**src/rtl/beagleg_pkg.sv**
```systemverilog
// Shared motion-segment record layout and sequencer state encoding.
// Also used by the segment FIFO and the SPI command decoder.
package beagleg_pkg;

   localparam int unsigned RecordBits    = 32;
   localparam int unsigned SegStepsBits  = 16;
   localparam int unsigned SegStepsLsb   = 16;
   localparam int unsigned SegPeriodBits = 16;
   localparam int unsigned SegPeriodLsb  = 0;

   typedef struct packed {
      logic [SegStepsBits-1:0]  steps;
      logic [SegPeriodBits-1:0] period;
   } motion_segment_t;

   typedef enum logic [1:0] {
      StIdle,
      StStepHigh,
      StStepLow
   } seq_state_e;

   // A period must leave at least one low cycle after the high phase.
   function automatic logic [SegPeriodBits-1:0] eff_period(
      input logic [SegPeriodBits-1:0] period,
      input int unsigned              pulse_width
   );
      logic [SegPeriodBits-1:0] floor_p;
      floor_p = SegPeriodBits'(pulse_width + 1);
      return (period < floor_p) ? floor_p : period;
   endfunction

endpackage

```
**src/rtl/segment_step_sequencer_if.sv**
```systemverilog
// Show-ahead FIFO head plus pop strobe between segment FIFO and sequencer.
interface segment_step_sequencer_if;
   import beagleg_pkg::*;

   motion_segment_t fifo_record;
   logic            fifo_empty;
   logic            fifo_pop;

   modport master (
      input  fifo_record,
      input  fifo_empty,
      output fifo_pop
   );

   modport slave (
      output fifo_record,
      output fifo_empty,
      input  fifo_pop
   );

endinterface

```
**src/rtl/step_pulse_timer.sv**
```systemverilog
// Single period counter: flags the high phase of a step pulse and strobes the
// last cycle of each period. A start in the period_end cycle chains seamlessly.
module step_pulse_timer #(
   parameter int unsigned PERIOD_BITS = 16,
   parameter int unsigned PULSE_WIDTH = 4
) (
   input  logic                   clk,
   input  logic                   reset,
   input  logic                   clear,
   input  logic                   start,
   input  logic [PERIOD_BITS-1:0] eff_period,
   output logic                   high,
   output logic                   period_end
);

   logic                   active_q, active_d;
   logic [PERIOD_BITS-1:0] cnt_q, cnt_d;
   logic [PERIOD_BITS-1:0] period_q, period_d;

   always_comb begin
      high       = active_q && (cnt_q < PERIOD_BITS'(PULSE_WIDTH));
      period_end = active_q && (cnt_q == period_q - PERIOD_BITS'(1));

      active_d = active_q;
      cnt_d    = cnt_q;
      period_d = period_q;
      if (clear) begin
         active_d = 1'b0;
         cnt_d    = '0;
         period_d = '0;
      end else if (start) begin
         active_d = 1'b1;
         cnt_d    = '0;
         period_d = eff_period;
      end else if (period_end) begin
         active_d = 1'b0;
         cnt_d    = '0;
      end else if (active_q) begin
         cnt_d = cnt_q + PERIOD_BITS'(1);
      end
   end

   always_ff @(posedge clk) begin
      if (reset) begin
         active_q <= 1'b0;
         cnt_q    <= '0;
         period_q <= '0;
      end else begin
         active_q <= active_d;
         cnt_q    <= cnt_d;
         period_q <= period_d;
      end
   end

endmodule

```
**src/rtl/segment_step_sequencer.sv**
```systemverilog
// Pops motion-segment records and emits the programmed number of step pulses
// at each record's period, chaining back-to-back segments without a gap.
module segment_step_sequencer
   import beagleg_pkg::*;
#(
   parameter int unsigned STEP_COUNT_BITS = SegStepsBits,
   parameter int unsigned PERIOD_BITS     = SegPeriodBits,
   parameter int unsigned PULSE_WIDTH     = 4,
   parameter int unsigned UNDERRUN_BITS   = 8
) (
   input  logic                         clk,
   input  logic                         reset,
   input  logic                         enable,
   input  logic                         abort,
   segment_step_sequencer_if.master     fifo,
   output logic                         step_out,
   output logic                         busy,
   output logic                         segment_done,
   output logic [UNDERRUN_BITS-1:0]     underrun_count
);

   seq_state_e                 state_q, state_d;
   logic [STEP_COUNT_BITS-1:0] steps_q, steps_d;
   logic [PERIOD_BITS-1:0]     period_q, period_d;
   logic                       waiting_q, waiting_d;
   logic                       zero_pend_q, zero_pend_d;
   logic                       done_q, done_d;
   logic [UNDERRUN_BITS-1:0]   under_q, under_d;

   motion_segment_t            head;
   logic [STEP_COUNT_BITS-1:0] head_steps;
   logic [PERIOD_BITS-1:0]     head_period;
   logic                       running, seg_end, load, complete;
   logic                       tmr_start, tmr_high, tmr_period_end;
   logic [PERIOD_BITS-1:0]     tmr_period;

   assign head        = fifo.fifo_record;
   assign head_steps  = STEP_COUNT_BITS'(head.steps);
   assign head_period = PERIOD_BITS'(eff_period(head.period, PULSE_WIDTH));

   always_comb begin
      running  = (state_q != StIdle);
      seg_end  = running && tmr_period_end && (steps_q == STEP_COUNT_BITS'(1));
      load     = enable && !fifo.fifo_empty && !abort && !reset &&
                 ((state_q == StIdle) || seg_end);
      // A zero-step record completes the cycle after it was latched.
      complete = !abort && (seg_end || zero_pend_q);

      state_d     = state_q;
      steps_d     = steps_q;
      period_d    = period_q;
      waiting_d   = waiting_q;
      zero_pend_d = 1'b0;
      done_d      = complete;
      under_d     = under_q;
      tmr_start   = 1'b0;

      if (complete && enable && fifo.fifo_empty && (under_q != '1)) begin
         under_d = under_q + UNDERRUN_BITS'(1);
      end

      if (abort) begin
         state_d   = StIdle;
         steps_d   = '0;
         waiting_d = 1'b0;
      end else begin
         if (running && tmr_period_end) begin
            if (seg_end) begin
               state_d = StIdle;
               steps_d = '0;
            end else begin
               steps_d = steps_q - STEP_COUNT_BITS'(1);
               if (enable) begin
                  tmr_start = 1'b1;
                  state_d   = StStepHigh;
               end else begin
                  waiting_d = 1'b1;
                  state_d   = StStepLow;
               end
            end
         end else if (waiting_q && enable) begin
            tmr_start = 1'b1;
            waiting_d = 1'b0;
            state_d   = StStepHigh;
         end else if ((state_q == StStepHigh) && !tmr_high) begin
            state_d = StStepLow;
         end

         if (load) begin
            steps_d   = head_steps;
            period_d  = head_period;
            waiting_d = 1'b0;
            if (head_steps == '0) begin
               zero_pend_d = 1'b1;
               state_d     = StIdle;
            end else begin
               tmr_start = 1'b1;
               state_d   = StStepHigh;
            end
         end
      end
   end

   assign tmr_period = load ? head_period : period_q;

   step_pulse_timer #(
      .PERIOD_BITS (PERIOD_BITS),
      .PULSE_WIDTH (PULSE_WIDTH)
   ) u_timer (
      .clk        (clk),
      .reset      (reset),
      .clear      (abort),
      .start      (tmr_start),
      .eff_period (tmr_period),
      .high       (tmr_high),
      .period_end (tmr_period_end)
   );

   always_ff @(posedge clk) begin
      if (reset) begin
         state_q     <= StIdle;
         steps_q     <= '0;
         period_q    <= '0;
         waiting_q   <= 1'b0;
         zero_pend_q <= 1'b0;
         done_q      <= 1'b0;
         under_q     <= '0;
      end else begin
         state_q     <= state_d;
         steps_q     <= steps_d;
         period_q    <= period_d;
         waiting_q   <= waiting_d;
         zero_pend_q <= zero_pend_d;
         done_q      <= done_d;
         under_q     <= under_d;
      end
   end

   assign fifo.fifo_pop  = load;
   assign step_out       = tmr_high;
   assign busy           = running;
   assign segment_done   = done_q;
   assign underrun_count = under_q;

endmodule

```
**src/flat_wrapper.sv**
```systemverilog
// flat-port wrapper written by rule: the top's interface ports become plain ports
module segment_step_sequencer_flat import beagleg_pkg::*;
#(
   parameter int unsigned STEP_COUNT_BITS = SegStepsBits,
   parameter int unsigned PERIOD_BITS     = SegPeriodBits,
   parameter int unsigned PULSE_WIDTH     = 4,
   parameter int unsigned UNDERRUN_BITS   = 8
)
  (clk, reset, enable, abort, step_out, busy, segment_done, underrun_count, fifo_fifo_record, fifo_fifo_empty, fifo_fifo_pop);
  segment_step_sequencer_if fifo_i ();
  input  logic clk;
  input  logic reset;
  input  logic enable;
  input  logic abort;
  output logic step_out;
  output logic busy;
  output logic segment_done;
  output logic [UNDERRUN_BITS-1:0] underrun_count;
  input wire logic [$bits(fifo_i.fifo_record)-1:0] fifo_fifo_record;
  input wire logic [$bits(fifo_i.fifo_empty)-1:0] fifo_fifo_empty;
  output wire logic [$bits(fifo_i.fifo_pop)-1:0] fifo_fifo_pop;
  assign fifo_i.fifo_record = fifo_fifo_record;
  assign fifo_i.fifo_empty = fifo_fifo_empty;
  assign fifo_fifo_pop = fifo_i.fifo_pop;
  segment_step_sequencer #(.STEP_COUNT_BITS(STEP_COUNT_BITS), .PERIOD_BITS(PERIOD_BITS), .PULSE_WIDTH(PULSE_WIDTH), .UNDERRUN_BITS(UNDERRUN_BITS)) u_core (.clk(clk), .reset(reset), .enable(enable), .abort(abort), .fifo(fifo_i), .step_out(step_out), .busy(busy), .segment_done(segment_done), .underrun_count(underrun_count));
endmodule
```
**config.mk**
```make
export PLATFORM = sky130hd
export DESIGN_NAME = segment_step_sequencer_flat
export DESIGN_NICKNAME = d
export VERILOG_FILES = /design/src/rtl/beagleg_pkg.sv /design/src/rtl/segment_step_sequencer_if.sv /design/src/rtl/step_pulse_timer.sv /design/src/rtl/segment_step_sequencer.sv /design/src/flat_wrapper.sv
export SDC_FILE = /design/constraint.sdc
export NUM_CORES = 1
export LEC_CHECK = 0
export ABC_CLOCK_PERIOD_IN_PS = 5360
export BUFFER_PORTS_ARGS = -buffer_cell sky130_fd_sc_hd__buf_2
export CORE_ASPECT_RATIO = 2
export CORE_MARGIN = 3
export CORE_UTILIZATION = 31
export CTS_CLUSTER_DIAMETER = 100
export CTS_CLUSTER_SIZE = 40
export DETAILED_ROUTE_END_ITERATION = 12
export PLACE_DENSITY = 0.48
export SKIP_CTS_REPAIR_TIMING = 1
export SYNTH_ARGS = -nofsm -noshare
export SYNTH_HDL_FRONTEND = slang
export SYNTH_HIERARCHICAL = 1
export SYNTH_SLANG_ARGS = --single-unit
```
**constraint.sdc**
```tcl
create_clock -name clk -period 5.36 [get_ports clk]
set_input_delay 0.536 -clock clk [delete_from_list [all_inputs] [get_ports clk]]
set_output_delay 0.536 -clock clk [all_outputs]
set_load 0.05 [all_outputs]
```
# --- After elaboration in Yosys (flattened, before gate mapping) ---
# Index checks and enable logic that the tools add are counted.
word_totals:
  register_bits: 78
  inputBits: 37
  output_inout_bits: 12
  elab_cells: 81
op_classes:
  add_sub_neg: 4
  n_lt_le_gt_ge: 2
  eq_ne: 6
  n_mux: 26
  bitwise: 1
  reduce_logical: 32
ops:
  columns: ["cell", "n"]
  rows:
  - ["2-to-1 mux 16 bit", 5]
  - ["less-than comparator 16 x 3 -> 1 bit, second input constant", 2]
  - ["subtractor 16 x 1 -> 16 bit, second input constant", 2]
  - ["adder 16 x 1 -> 16 bit, second input constant", 1]
  - ["== test 16 x 1 -> 1 bit, second input constant", 1]
  - ["== test 16 bit", 1]
  - ["logical NOT 16 bit", 1]
  - ["2-to-1 mux 1 bit", 15]
  - ["logical AND 1 bit", 14]
  - ["2-to-1 mux 2 bit", 6]
  - ["adder 8 x 1 -> 8 bit, second input constant", 1]
  - ["!= test 8 bit, second input constant", 1]
  - ["nonzero test 2 bit", 4]
  - ["OR reduction 3 bit", 2]
  - ["logical NOT 1 bit", 4]
  - ["!= test 2 bit, second input constant", 2]
  - ["nonzero test 4 bit", 1]
  - ["OR reduction 4 bit", 1]
  - ["AND reduction 3 bit", 1]
  - ["== test 2 x 1 -> 1 bit, second input constant", 1]
  - ["logical NOT 2 bit", 1]
  - ["logical OR 1 bit", 2]
  - ["OR reduction 2 bit", 1]
  - ["NOT 1 bit", 1]

# --- Depth between registers and ports, before layout ---
# Gate-level depths: netlist of run 1.
depth:
  word_depth: 11
  mapped_depth: 20
  depth_no_buf: 16

# --- By module ---
# Netlist of run 1, hierarchy kept.
modules_own_cells:
  columns: ["mod", "instances", "cells_each", "area_each_um2", "seq_area_each_um2"]
  rows:
  - ["segment_step_sequencer", 1, 276, 2477.4, 900.9]
  - ["step_pulse_timer", 1, 226, 2026.9, 660.6]

# --- Worst setup path after synthesis of run 1 ---
# Ideal clock, no wire load.
synth_timing:
  path_type: "reg-to-reg"
  startpoint: "register u_core.u_timer.period_q[0]"
  endpoint: "register u_core.u_timer.cnt_q[5]"
  setup_ns: 0.137
  arrival_ns: 4.267
  required_ns: 5.223
  slack_ns: 0.955
  path_stages_with_launch: 21
  path_buffers: 7
  period_less_slack_ns: 4.405
  path_cell_list: "dfxtp_1 buf_6 inv_1 ha_1 nor4b_2 nor3b_2 or3_1 a21o_1 nor4_4 buf_6 a31oi_4 inv_4 buf_6 buf_4 a21oi_1 nor2_1 buf_2 or3_1 buf_1 dlygate4sd3_1 nor3_1"
synth_between:
  elab_cells_between_ends: 13
  classes_between: "add/sub (1); eq/ne (1); mux (5); reduce/logical (6)"
synth_lines:
  columns: ["element", "line", "source"]
  rows:
  - ["start: declaration", "step_pulse_timer.sv:18", "logic [PERIOD_BITS-1:0] period_q, period_d;"]
  - ["start signal: assignment", "step_pulse_timer.sv:51", "period_q <= period_d;"]
  - ["subtractor 16 x 1 -> 16 bit", "step_pulse_timer.sv:22", "period_end = active_q && (cnt_q == period_q - PERIOD_BITS'(1));"]
  - ["== test 16 bit", "step_pulse_timer.sv:22", null]
  - ["logical AND 1 bit", "step_pulse_timer.sv:22", null]
  - ["via u_core.tmr_period_end", "segment_step_sequencer.sv:34", "logic tmr_start, tmr_high, tmr_period_end;"]
  - ["logical AND 1 bit (2 in a row)", "segment_step_sequencer.sv:43", "seg_end = running && tmr_period_end && (steps_q == STEP_COUNT_BITS'(1));"]
  - ["logical OR 1 bit", "segment_step_sequencer.sv:45", "((state_q == StIdle) || seg_end);"]
  - ["logical AND 1 bit", "segment_step_sequencer.sv:44", "load = enable && !fifo.fifo_empty && !abort && !reset &&"]
  - ["via fifo_fifo_pop", "flat_wrapper.sv:21", "output wire logic [$bits(fifo_i.fifo_pop)-1:0] fifo_fifo_pop;"]
  - ["2-to-1 mux 1 bit", "segment_step_sequencer.sv:89", "if (load) begin"]
  - ["2-to-1 mux 1 bit", "segment_step_sequencer.sv:62", "if (abort) begin"]
  - ["via u_core.tmr_start", "segment_step_sequencer.sv:34", null]
  - ["OR reduction 4 bit (no source line)", null, null]
  - ["end signal: assignment", "step_pulse_timer.sv:50", "cnt_q <= cnt_d;"]
  - ["end: declaration", "step_pulse_timer.sv:17", "logic [PERIOD_BITS-1:0] cnt_q, cnt_d;"]
# The timed path passes the listed nets, and every way through them passes these cells.
# A chain may end at the register's enable or synchronous reset.

# --- Worst setup path in the final report of run 1 ---
layout_timing:
  startpoint: "register u_core.u_timer.period_q[9]"
  endpoint: "output fifo_fifo_pop"
layout_between:
  elab_chain_len: 7
layout_rtl:
  columns: ["element", "line"]
  rows:
  - ["subtractor 16 x 1 -> 16 bit", "step_pulse_timer.sv:22"]
  - ["== test 16 bit", "step_pulse_timer.sv:22"]
  - ["logical AND 1 bit", "step_pulse_timer.sv:22"]
  - ["via u_core.tmr_period_end", "segment_step_sequencer.sv:34"]
  - ["logical AND 1 bit (2 in a row)", "segment_step_sequencer.sv:43"]
  - ["logical OR 1 bit", "segment_step_sequencer.sv:45"]
  - ["logical AND 1 bit", "segment_step_sequencer.sv:44"]
  - ["end: declaration", "flat_wrapper.sv:21"]
# The timed path passes the listed nets, and every way through them passes these cells.

==> summary.txt, run 1 <==
Detailed routing
  – Pre-antenna DRT Iters: 4
  – Met3 routed WL: roughly 420 um
  – Routed len/inst: between 15 and 20 um
  – Uppermost layer routed: met4
  – Iteration-0 DRC count of the detailed router: about 160
  – Via count: 3,842
  – Vias per inst: roughly 5.2
  – DRC: 0
  – Post-Route WL: 13.17 mm
  – Wl on met1: ~4.6 mm
  – Met2 wire len: roughly 7.4 mm
  – Routed Antenna Nets: 0

Power
  – Peak VDD IR: between 0.15 and 0.2 mV
  – LEAKAGE: between 1.5 and 2 nW
  – Power per Cell Area: ~260 nW/um^2

Critical path
  – Cell family with most CP delay: buffers and inverters
  – Slowest cell delay on critical path: 0.75 ns
  – Buffers & Inverters on Critical Path: 4
  – Data arrival time of the critical path: 3.87 ns
  – CP Cell Sequence: nor4_1 -> nand4_1 -> xnor2_1 -> o311ai_4 -> nor4_4 -> buf_4 -> a31oi_4 -> inv_4 -> buf_4 -> buf_2
  – Critical path fanouts, max: 24
  – Critical path's slowest cell: nor4_1
  – CP Launch Type: register
  – WP data required: around 4.8 ns
  – CP Capture Type: output port
  – Most frequent CP cell: buf_4
  – Worst Path Class, Setup: reg -> out

GRT
  – Largest net degree at the start of global routing: 31
  – Initial antenna violation count: 0
  – Final global-route overflow total: 0
  – Vias in the first global route: 3,908
  – Global-route wire length before repair: between 20 and 25 mm
  – GRT Total Usage: between 10% and 20%

Floorplanning
  – Die Ht: around 180 um
  – Die area: between 15,000 and 20,000 um^2
  – Site row count: 61
  – I/O Pins: between 40 and 50
  – Core ar.: between 10,000 and 15,000 um^2
  – Initial Util: approximately a third
  – Die W: approximately 90 um

Clock tree
  – Num Clock Sinks: 78
  – Clock buffer count from CTS: 9
  – Root Driver: clkbuf_16
  – Later-pin clock latency in the skew report: around 0.34 ns
  – Clock tree buffer depth: 2
  – CTS tree: done
  – Worst-path clk slew: roughly 0.06 ns
  – H-tree depth: 3

STA
  – Fin crit share: 82.25%
  – Worst Skew: between 0.01 and 0.015 ns
  – Slew margin rel.: between 20% and 30%
  – Fin Setup TNS: 0 ns
  – Max-slew violations: 0
  – Slew @ Worst Pin: about 1.1 ns
  – Final Setup Violations: 0
  – RSZ-0062 raised after global routing: false
  – Final worst slack: 0.9512 ns
  – Final min period: 4.409 ns
  – Hold Violations, Final: 0
  – Max Clock Freq: about 230 MHz

Layout
  – Nets: 581
  – Share of cells above drive strength 1: approximately a fifth
  – Fin cells: around 730
  – Antenna fix cells: 0
  – Post-route cell area: 5152 um^2
  – Fill count: 1,487
  – Sequential cell area: around 1600 um^2
  – Layout overhead on the synthesized area: 14.39%
  – Area of the multi-input gates: between 2000 and 3000 um^2

Logic synthesis
  – Post-synth ARST share: 0%
  – Register bit total from synthesis: 78
  – Seq/Total Area, Yosys: between 30% and 40%
  – Net Count, Synth: approximately 540
  – Syn_area_per_cell: roughly 9 um^2
  – Synth Instances: ~500
  – Ys Warns: 6
  – Synth unique cells: 76
  – Main synth FF type: dfxtp_1
  – Mapped Area: approximately 4500 um^2
  – Post-synth EDFFs: 0

Job
  – Max-cap viol count: 0

Placement
  – Post-DP Area: 4840 um^2
  – Number of port buffers: 48
  – Hpwl dp: 10.02 mm
  – Setup WS pre-CTS: roughly 1.2 ns
  – Dpl cells: between 700 and 800
  – GPL Wtd Cong: slightly above 0.8

Run status
  – Outcome: finished, final reports clean

Min path
  – Worst Hold Class: in -> reg
[report_power, final]
part           switching (mW)  leakage, nW  internal [mW]
clock                   0.248        0.145          0.407
combinational          0.0480         1.17         0.0328
sequential            0.00370        0.629          0.584
[per-stage QoR]
step	total power, mW	util, %	hold slack, ns
after floorplan	0.6509	-	0.4463
after global placement	0.6819	34.46	0.4644
after detailed placement	0.6822	34.46	0.4566
after CTS	1.341	36.69	0.4089
after global routing	1.367	36.69	0.4424
final	1.324	36.69	0.4190
[cells in the mapped netlist (5+ instances only)]
| master | instances | share of area (%) |
|---|---|---|
| nor3_1 | 34 | 3.8 |
| a32oi_1 | 5 | 0.97 |
| nor2b_1 | 9 | 1.2 |
| xor2_1 | 20 | 3.9 |
| and3_1 | 7 | 0.97 |
| inv_1 | 11 | 0.92 |
| and2_1 | 5 | 0.69 |
| dfxtp_1 | 78 | 35 |
| nand3_1 | 12 | 1.3 |
| ha_1 | 5 | 1.4 |
| nor3b_1 | 5 | 0.83 |
| nor4_1 | 20 | 2.8 |
| nand2_1 | 23 | 1.9 |
| xnor2_1 | 25 | 4.9 |
| a211oi_1 | 8 | 1.3 |
| nand4_1 | 9 | 1.2 |
| o21ai_0 | 12 | 1.3 |
| buf_2 | 5 | 0.56 |
| and2b_1 | 9 | 1.5 |
| mux2_4 | 9 | 3.0 |
| clkbuf_1 | 9 | 0.75 |
| mux2i_1 | 18 | 4.0 |
| a21oi_1 | 21 | 2.3 |
| nor2_1 | 54 | 4.5 |
[cell usage in the layout, fill, tap and decap left out, types with 7 or more instances in the layout]
master	count
o21ai_0	12
nand4_1	9
nor3_1	34
nand3_1	12
a21oi_1	21
nand2_1	23
and2b_1	9
and3_1	7
xor2_1	20
clkbuf_16	9
nor2_1	53
dfxtp_1	78
nor4_1	20
mux2i_1	18
nor2b_1	9
inv_1	11
mux2_4	9
buf_2	48
a211oi_1	8
xnor2_1	25
[worst paths after layout]
check | startpoint | endpoint | slack (ns) | cells past startpoint
setup reg to reg | u_core/u_timer/period_q[9] | u_core/u_timer/cnt_q[12] | 1.07 | 13
setup / recovery | u_core/u_timer/period_q[9] | fifo_fifo_pop | 0.95 | 10
hold / removal | fifo_fifo_record[23] | u_core/steps_q[7] | 0.42 | 3
hold reg to reg | u_core/period_q[1] | u_core/period_q[1] | 0.47 | 2
[cell type report]
class,instances,share of cell area (%)
inverter,12,0.9228
sequential,78,30.31
multi-input combinational,385,52.72
timing repair buffer,53,5.391
clock buffer,10,4.444
clock inverter,5,1.627
tap,189,4.590
[flip-flops by register name, summed over array words and instances, names as in the netlist]
register / cells
u_core/period_q: 16
u_core/steps_q: 16
u_core/u_timer/cnt_q: 16
u_core/u_timer/period_q: 16
u_core/underrun_count: 8
u_core/state_q: 2
u_core/segment_done: 1
u_core/u_timer/active_q: 1
u_core/waiting_q: 1
u_core/zero_pend_q: 1
[worst register-to-register path: stages (launching register included)]
cell and delay (ns):
dfxtp_1 0.39, nor4_1 0.75, nand4_1 0.20, xnor2_1 0.32
o311ai_4 0.18, nor4_4 0.27, buf_4 0.29, o21a_1 0.31
a21oi_1 0.12, a21oi_1 0.18, nor2_2 0.05, buf_4 0.23
or3_1 0.67, nor3_1 0.26
[logic make-up after synthesis]
family          count (synthesis)  share of synthesized area [%]
xor+xnor                       45                          8.750
buf+inv                        39                          5.083
mux                            31                          8.000
compound gates                 83                          13.53
flops                          78                          34.67
fa+ha+maj                       5                          1.389
simple gates                  221                          28.58
[metal layers]
metal	track usage (%)	vias to the layer above
met5	0	-
met4	11.65	0
met3	2.687	39
met2	32.51	103
met1	15.37	1799
li1	-	1901
(Power assumes the default switching activity.)
==> run 2: changes to the inputs <==
--- a/config.mk
+++ b/config.mk
@@ -5,7 +5,7 @@
 export SDC_FILE = /design/constraint.sdc
 export NUM_CORES = 1
 export LEC_CHECK = 0
-export ABC_CLOCK_PERIOD_IN_PS = 5360
+export ABC_CLOCK_PERIOD_IN_PS = 4200
 export BUFFER_PORTS_ARGS = -buffer_cell sky130_fd_sc_hd__buf_2
 export CORE_ASPECT_RATIO = 2
 export CORE_MARGIN = 3
==> constraint.sdc (replaced) <==
create_clock -name clk -period 4.2 [get_ports clk]
set_input_delay 0.42 -clock clk [delete_from_list [all_inputs] [get_ports clk]]
set_output_delay 0.42 -clock clk [all_outputs]
set_load 0.05 [all_outputs]
==> run 2 against run 1 <==
Against the previous run:
- sequential power up 28%
- non-clock buffer count up 5
- worst hold slack worse by 0.11 ns
- clock skew up 0.00079 ns
- clock power up 27%
- cell area up 0.73%
- register-to-register slack worse by 0.77 ns
- critical path type is now reg -> reg
- critical endpoint is now u_core/u_timer/cnt_q[5]
- largest cell class unchanged
- highest routed layer unchanged
==> summary.txt, run 2 (synthesis results as in run 1) <==
GRT
  – Final global-route overflow total: 0
  – Global-route wire length before repair: roughly 21 mm
  – Initial antenna violation count: 0
  – Vias in the first global route: 3,974
  – GRT Total Usage: approximately 17%
  – Largest net degree at the start of global routing: 30

Critical path
  – Data arrival time of the critical path: a little over 4 ns
  – Worst Path Class, Setup: reg -> reg
  – Slowest cell delay on critical path: between 0.6 and 0.7 ns
  – Reg2Reg Setup Slack: 0.30 ns
  – Critical path fanouts, max: 16
  – WP data required: about 4.5 ns
  – Cell family with most CP delay: simple AND/OR/NAND/NOR gates
  – Critical path's slowest cell: a211oi_1
  – CP Launch Type: register
  – Most frequent CP cell: a21oi_1
  – CP Cell Sequence: inv_1 -> ha_1 -> nor3b_1 -> a211oi_1 -> o311ai_4 -> nor4_4 -> o21a_1 -> a21oi_1 -> a21oi_1 -> nor2_2 -> or3_1 -> nor3_1
  – Buffers & Inverters on Critical Path: 1
  – CP Capture Type: register

Detailed routing
  – Met2 wire len: 7.897 mm
  – Iteration-0 DRC count of the detailed router: 251
  – Vias per inst: ~5.4
  – Via count: between 3,000 and 4,000
  – Wl on met1: approximately 4.6 mm
  – Routed len/inst: around 18 um
  – Met3 routed WL: approximately 440 um
  – Pre-antenna DRT Iters: 4
  – Uppermost layer routed: met4
  – Routed Antenna Nets: 0
  – Post-Route WL: between 10 and 15 mm
  – DRC: 0

Layout
  – Commonest non-fill, non-tap cell in the layout: dfxtp_1
  – Antenna fix cells: 0
  – Nets: about 590
  – Most frequent cells in the layout: 78 x dfxtp_1, 53 x nor2_1, 48 x buf_2
  – Share of cells above drive strength 1: about a fifth
  – Layout overhead on the synthesized area: 15.22%

Clock tree
  – Num Clock Sinks: slightly below 80
  – Later-pin clock latency in the skew report: 0.34 ns
  – H-tree depth: 3
  – Clock tree buffer depth: 2
  – CTS tree: done
  – Worst-path clk slew: 0.06 ns
  – Clock buffer count from CTS: 9
  – Root Driver: clkbuf_16

Floorplanning
  – Site row count: roughly 60
  – I/O Pins: a little under 50
  – Core ar.: 14,040 um^2
  – Initial Util: 32.07%
  – Die area: around 16,000 um^2
  – Die Ht: roughly 180 um
  – Die W: 91.24 um

STA
  – Final Setup Violations: 0
  – Slew @ Worst Pin: approximately 0.73 ns
  – RSZ-0062 raised after global routing: false
  – Worst Skew: roughly 0.012 ns
  – Slew margin rel.: approximately 51%
  – Hold Violations, Final: 0
  – Max Clock Freq: between 200 and 300 MHz
  – Max-slew violations: 0
  – Fin Setup TNS: 0 ns
  – Final min period: just under 4 ns
  – Fin crit share: 92.74%

Run status
  – Outcome: finished, final reports clean

Power
  – Power per Cell Area: roughly 330 nW/um^2
  – Peak VDD IR: between 0.15 and 0.2 mV
  – Power Total: around 1.7 mW
  – LEAKAGE: ~2.0 nW

Placement
  – Number of port buffers: between 40 and 50
  – Hpwl dp: slightly above 10 mm
  – GPL Wtd Cong: approximately 0.94

Job
  – Max-cap viol count: 0

Min path
  – Worst Hold Class: in -> reg
run 2: routing by layer:
metal | up-vias | track usage, %
met5 | - | 0
met4 | 0 | 8.879
met3 | 31 | 2.985
met2 | 105 | 33.74
met1 | 1926 | 14.98
li1 | 1915 | -
run 2: final cells by class:
class	count	area [um^2]
flip-flops and latches	78	1562
fillers	1521	8853
repair buffers	58	315.3
multi-input cells	385	2716
clock buffers	10	229.0
clock inverters	5	83.83
inverters	12	47.55
well taps	189	236.5
run 2: worst paths after layout:
| path | from | end | depth (start not counted) |
|---|---|---|---|
| max | u_core/u_timer/period_q[0] | u_core/u_timer/cnt_q[5] | 12 |
| min reg2reg | u_core/period_q[1] | u_core/period_q[1] | 2 |
| min | fifo_fifo_record[23] | u_core/steps_q[7] | 3 |
| max reg2reg | u_core/u_timer/period_q[0] | u_core/u_timer/cnt_q[5] | 12 |
run 2: worst reg2reg max path, stage by stage (launching register included):
cell and delay, ns:
dfxtp_1 0.49, inv_1 0.08, ha_1 0.27, nor3b_1 0.17, a211oi_1 0.64, o311ai_4 0.15, nor4_4 0.43, o21a_1 0.31
a21oi_1 0.12, a21oi_1 0.16, nor2_2 0.06, or3_1 0.64, nor3_1 0.27
run 2: power breakdown:
part	switching, mW	total [mW]	internal (mW)
Sequential	0.00478	0.750	0.746
Combinational	0.0625	0.106	0.0432
Clock	0.312	0.832	0.520
Total	0.379	1.69	1.31
run 2: stage by stage:
step           std cells  setup slack (ns)  util [%]  hold WS (ns)  cell area (um^2)
4_1_cts              737            0.2867     36.96        0.2930              5190
3_3_place_gp         722            0.3906     34.73        0.4604              4877
6_report             737            0.3049     36.96        0.3061              5190
5_1_grt              737           0.03387     36.96        0.3124              5190
2_1_floorplan        502            0.1395         -        0.4463              4503
3_5_place_dp         722            0.3133     34.73        0.4659              4877
==> run 3: changes to the inputs <==
--- a/config.mk
+++ b/config.mk
@@ -9,11 +9,11 @@
 export BUFFER_PORTS_ARGS = -buffer_cell sky130_fd_sc_hd__buf_2
 export CORE_ASPECT_RATIO = 2
 export CORE_MARGIN = 3
-export CORE_UTILIZATION = 31
+export CORE_UTILIZATION = 41
 export CTS_CLUSTER_DIAMETER = 100
 export CTS_CLUSTER_SIZE = 40
 export DETAILED_ROUTE_END_ITERATION = 12
-export PLACE_DENSITY = 0.48
+export PLACE_DENSITY = 0.59
 export SKIP_CTS_REPAIR_TIMING = 1
 export SYNTH_ARGS = -nofsm -noshare
 export SYNTH_HDL_FRONTEND = slang
==> run 3 against run 2 <==
Against the previous run:
- wire length decreased by 3.8%
- register-to-register slack improved by 0.12 ns
- sequential power is essentially flat
- worst setup slack improved by 0.078 ns
- combinational power barely moved
- die area decreased by 23%
- critical path type is now reg -> out
==> summary.txt, run 3 (synthesis results as in run 1) <==
Run status
  – Outcome: finished, final reports clean

Detailed routing
  – Iteration-0 DRC count of the detailed router: approximately 150
  – Routed Antenna Nets: 0
  – Routed len/inst: roughly 19 um
  – DRC: 0
  – Vias per inst: 5.752
  – Pre-antenna DRT Iters: 7
  – Post-Route WL: 12.91 mm
  – Via count: approximately 3,900

STA
  – Slew @ Worst Pin: 0.6754 ns
  – Hold Violations, Final: 0
  – Final Setup Violations: 0
  – Max Clock Freq: about 260 MHz
  – RSZ-0062 raised after global routing: false
  – Worst Skew: about 0.006 ns
  – Slew margin rel.: 54.38%
  – Fin Setup TNS: 0 ns
  – Final min period: 3.817 ns
  – Max-slew violations: 0
  – Fin crit share: 90.88%

Layout
  – Layout overhead on the synthesized area: 13.36%
  – Fill count: 1,085
  – Commonest non-fill, non-tap cell in the layout: dfxtp_1
  – Fin cells: just under 700
  – Share of cells above drive strength 1: about a fifth
  – Nets: 586
  – Antenna fix cells: 0
  – Most frequent cells in the layout: 78 x dfxtp_1, 53 x nor2_1, 48 x buf_2

Clock tree
  – Root Driver: clkbuf_16
  – Num Clock Sinks: between 70 and 80
  – Clock tree buffer depth: 2
  – Clock buffer count from CTS: 9
  – Later-pin clock latency in the skew report: 0.34 ns
  – Worst-path clk slew: around 0.060 ns
  – H-tree depth: 3
  – CTS tree: done

Power
  – LEAKAGE: just under 2 nW
  – Power Total: about 1.6 mW
  – Power per Cell Area: between 300 and 400 nW/um^2
  – Peak VDD IR: 0.1945 mV

Floorplanning
  – Site row count: 53
  – I/O Pins: 49
  – Die W: 80.12 um
  – Die Ht: between 150 and 200 um
  – Core ar.: roughly 11,000 um^2
  – Die area: about 12,000 um^2
  – Initial Util: between 40 and 50%

Placement
  – Dpl cells: 670
  – GPL Wtd Cong: about 0.96
  – Hpwl dp: 9.786 mm
  – Number of port buffers: 48

GRT
  – Vias in the first global route: around 4,200
  – Initial antenna violation count: 0
  – Largest net degree at the start of global routing: 30
  – Global-route wire length before repair: 20.66 mm
  – Final global-route overflow total: 0
  – GRT Total Usage: 21.83%

Critical path
  – WP data required: 3.78 ns
  – CP Launch Type: register
  – CP Capture Type: output port
  – Worst Path Class, Setup: reg -> out
  – Critical path fanouts, max: 23
  – Data arrival time of the critical path: around 3.4 ns

Job
  – Max-cap viol count: 0

Min path
  – Worst Hold Class: in -> reg
run 3: layout make-up:
cell class	count	area [um^2]	area share, %
Tap cell	137	171.4	3.357
Inverter	12	47.55	0.9311
Clock buffer	13	250.2	4.901
Multi-Input combinational cell	385	2716	53.20
Clock inverter	3	43.79	0.8576
Sequential cell	78	1562	30.58
Timing Repair Buffer	58	315.3	6.175
run 3: final timing paths:
| check | depth (start not counted) | slack, ns | start | endpoint |
|---|---|---|---|---|
| worst min-delay path | 3 | 0.30 | fifo_fifo_record[23] | u_core/steps_q[7] |
| worst min register to register | 2 | 0.48 | u_core/period_q[1] | u_core/period_q[1] |
| worst max register to register | 15 | 0.42 | u_core/u_timer/period_q[0] | u_core/u_timer/period_q[10] |
| worst max-delay path | 11 | 0.38 | u_core/u_timer/period_q[0] | fifo_fifo_pop |
run 3: worst max-delay path, cell delays in order, from the launching register on:
cell and delay, ns:
dfxtp_1 0.46, inv_1 0.08, ha_1 0.28, o21ba_2 0.22, a221o_1 0.36, a211oi_1 0.30
o2111ai_2 0.19, nor4_4 0.20, buf_4 0.20, a31oi_4 0.09, inv_4 0.31, buf_2 0.35
run 3: through the flow:
| stage | instance area [um^2] | util [%] | hold WS [ns] | worst slack [ns] |
|---|---|---|---|---|
| global route | 5106 | 48.13 | 0.3256 | 0.1445 |
| global placement | 4812 | 45.35 | 0.4612 | 0.5534 |
| CTS | 5106 | 48.13 | 0.2934 | 0.3446 |
| detailed placement | 4812 | 45.35 | 0.4717 | 0.4045 |
| floorplan | 4503 | - | 0.4463 | 0.1395 |
| finish | 5106 | 48.13 | 0.3049 | 0.3831 |
run 3: power by group:
| group | total [mW] | leakage [nW] | switching, mW | internal [mW] |
|---|---|---|---|---|
| logic | 0.105 | 1.20 | 0.0620 | 0.0428 |
| clock network | 0.771 | 0.144 | 0.294 | 0.477 |
| registers | 0.751 | 0.629 | 0.00478 | 0.746 |
| total | 1.63 | 1.97 | 0.361 | 1.27 |
run 3: layer usage:
metal / up-vias / track usage, % / share of wire (%)
li1: 1914 / - / -
met1: 1925 / 19.91 / 35
met2: 78 / 42.68 / 58
met3: 29 / 3.730 / 2.8
met4: 0 / 12.65 / 4.9
met5: - / 0 / 0
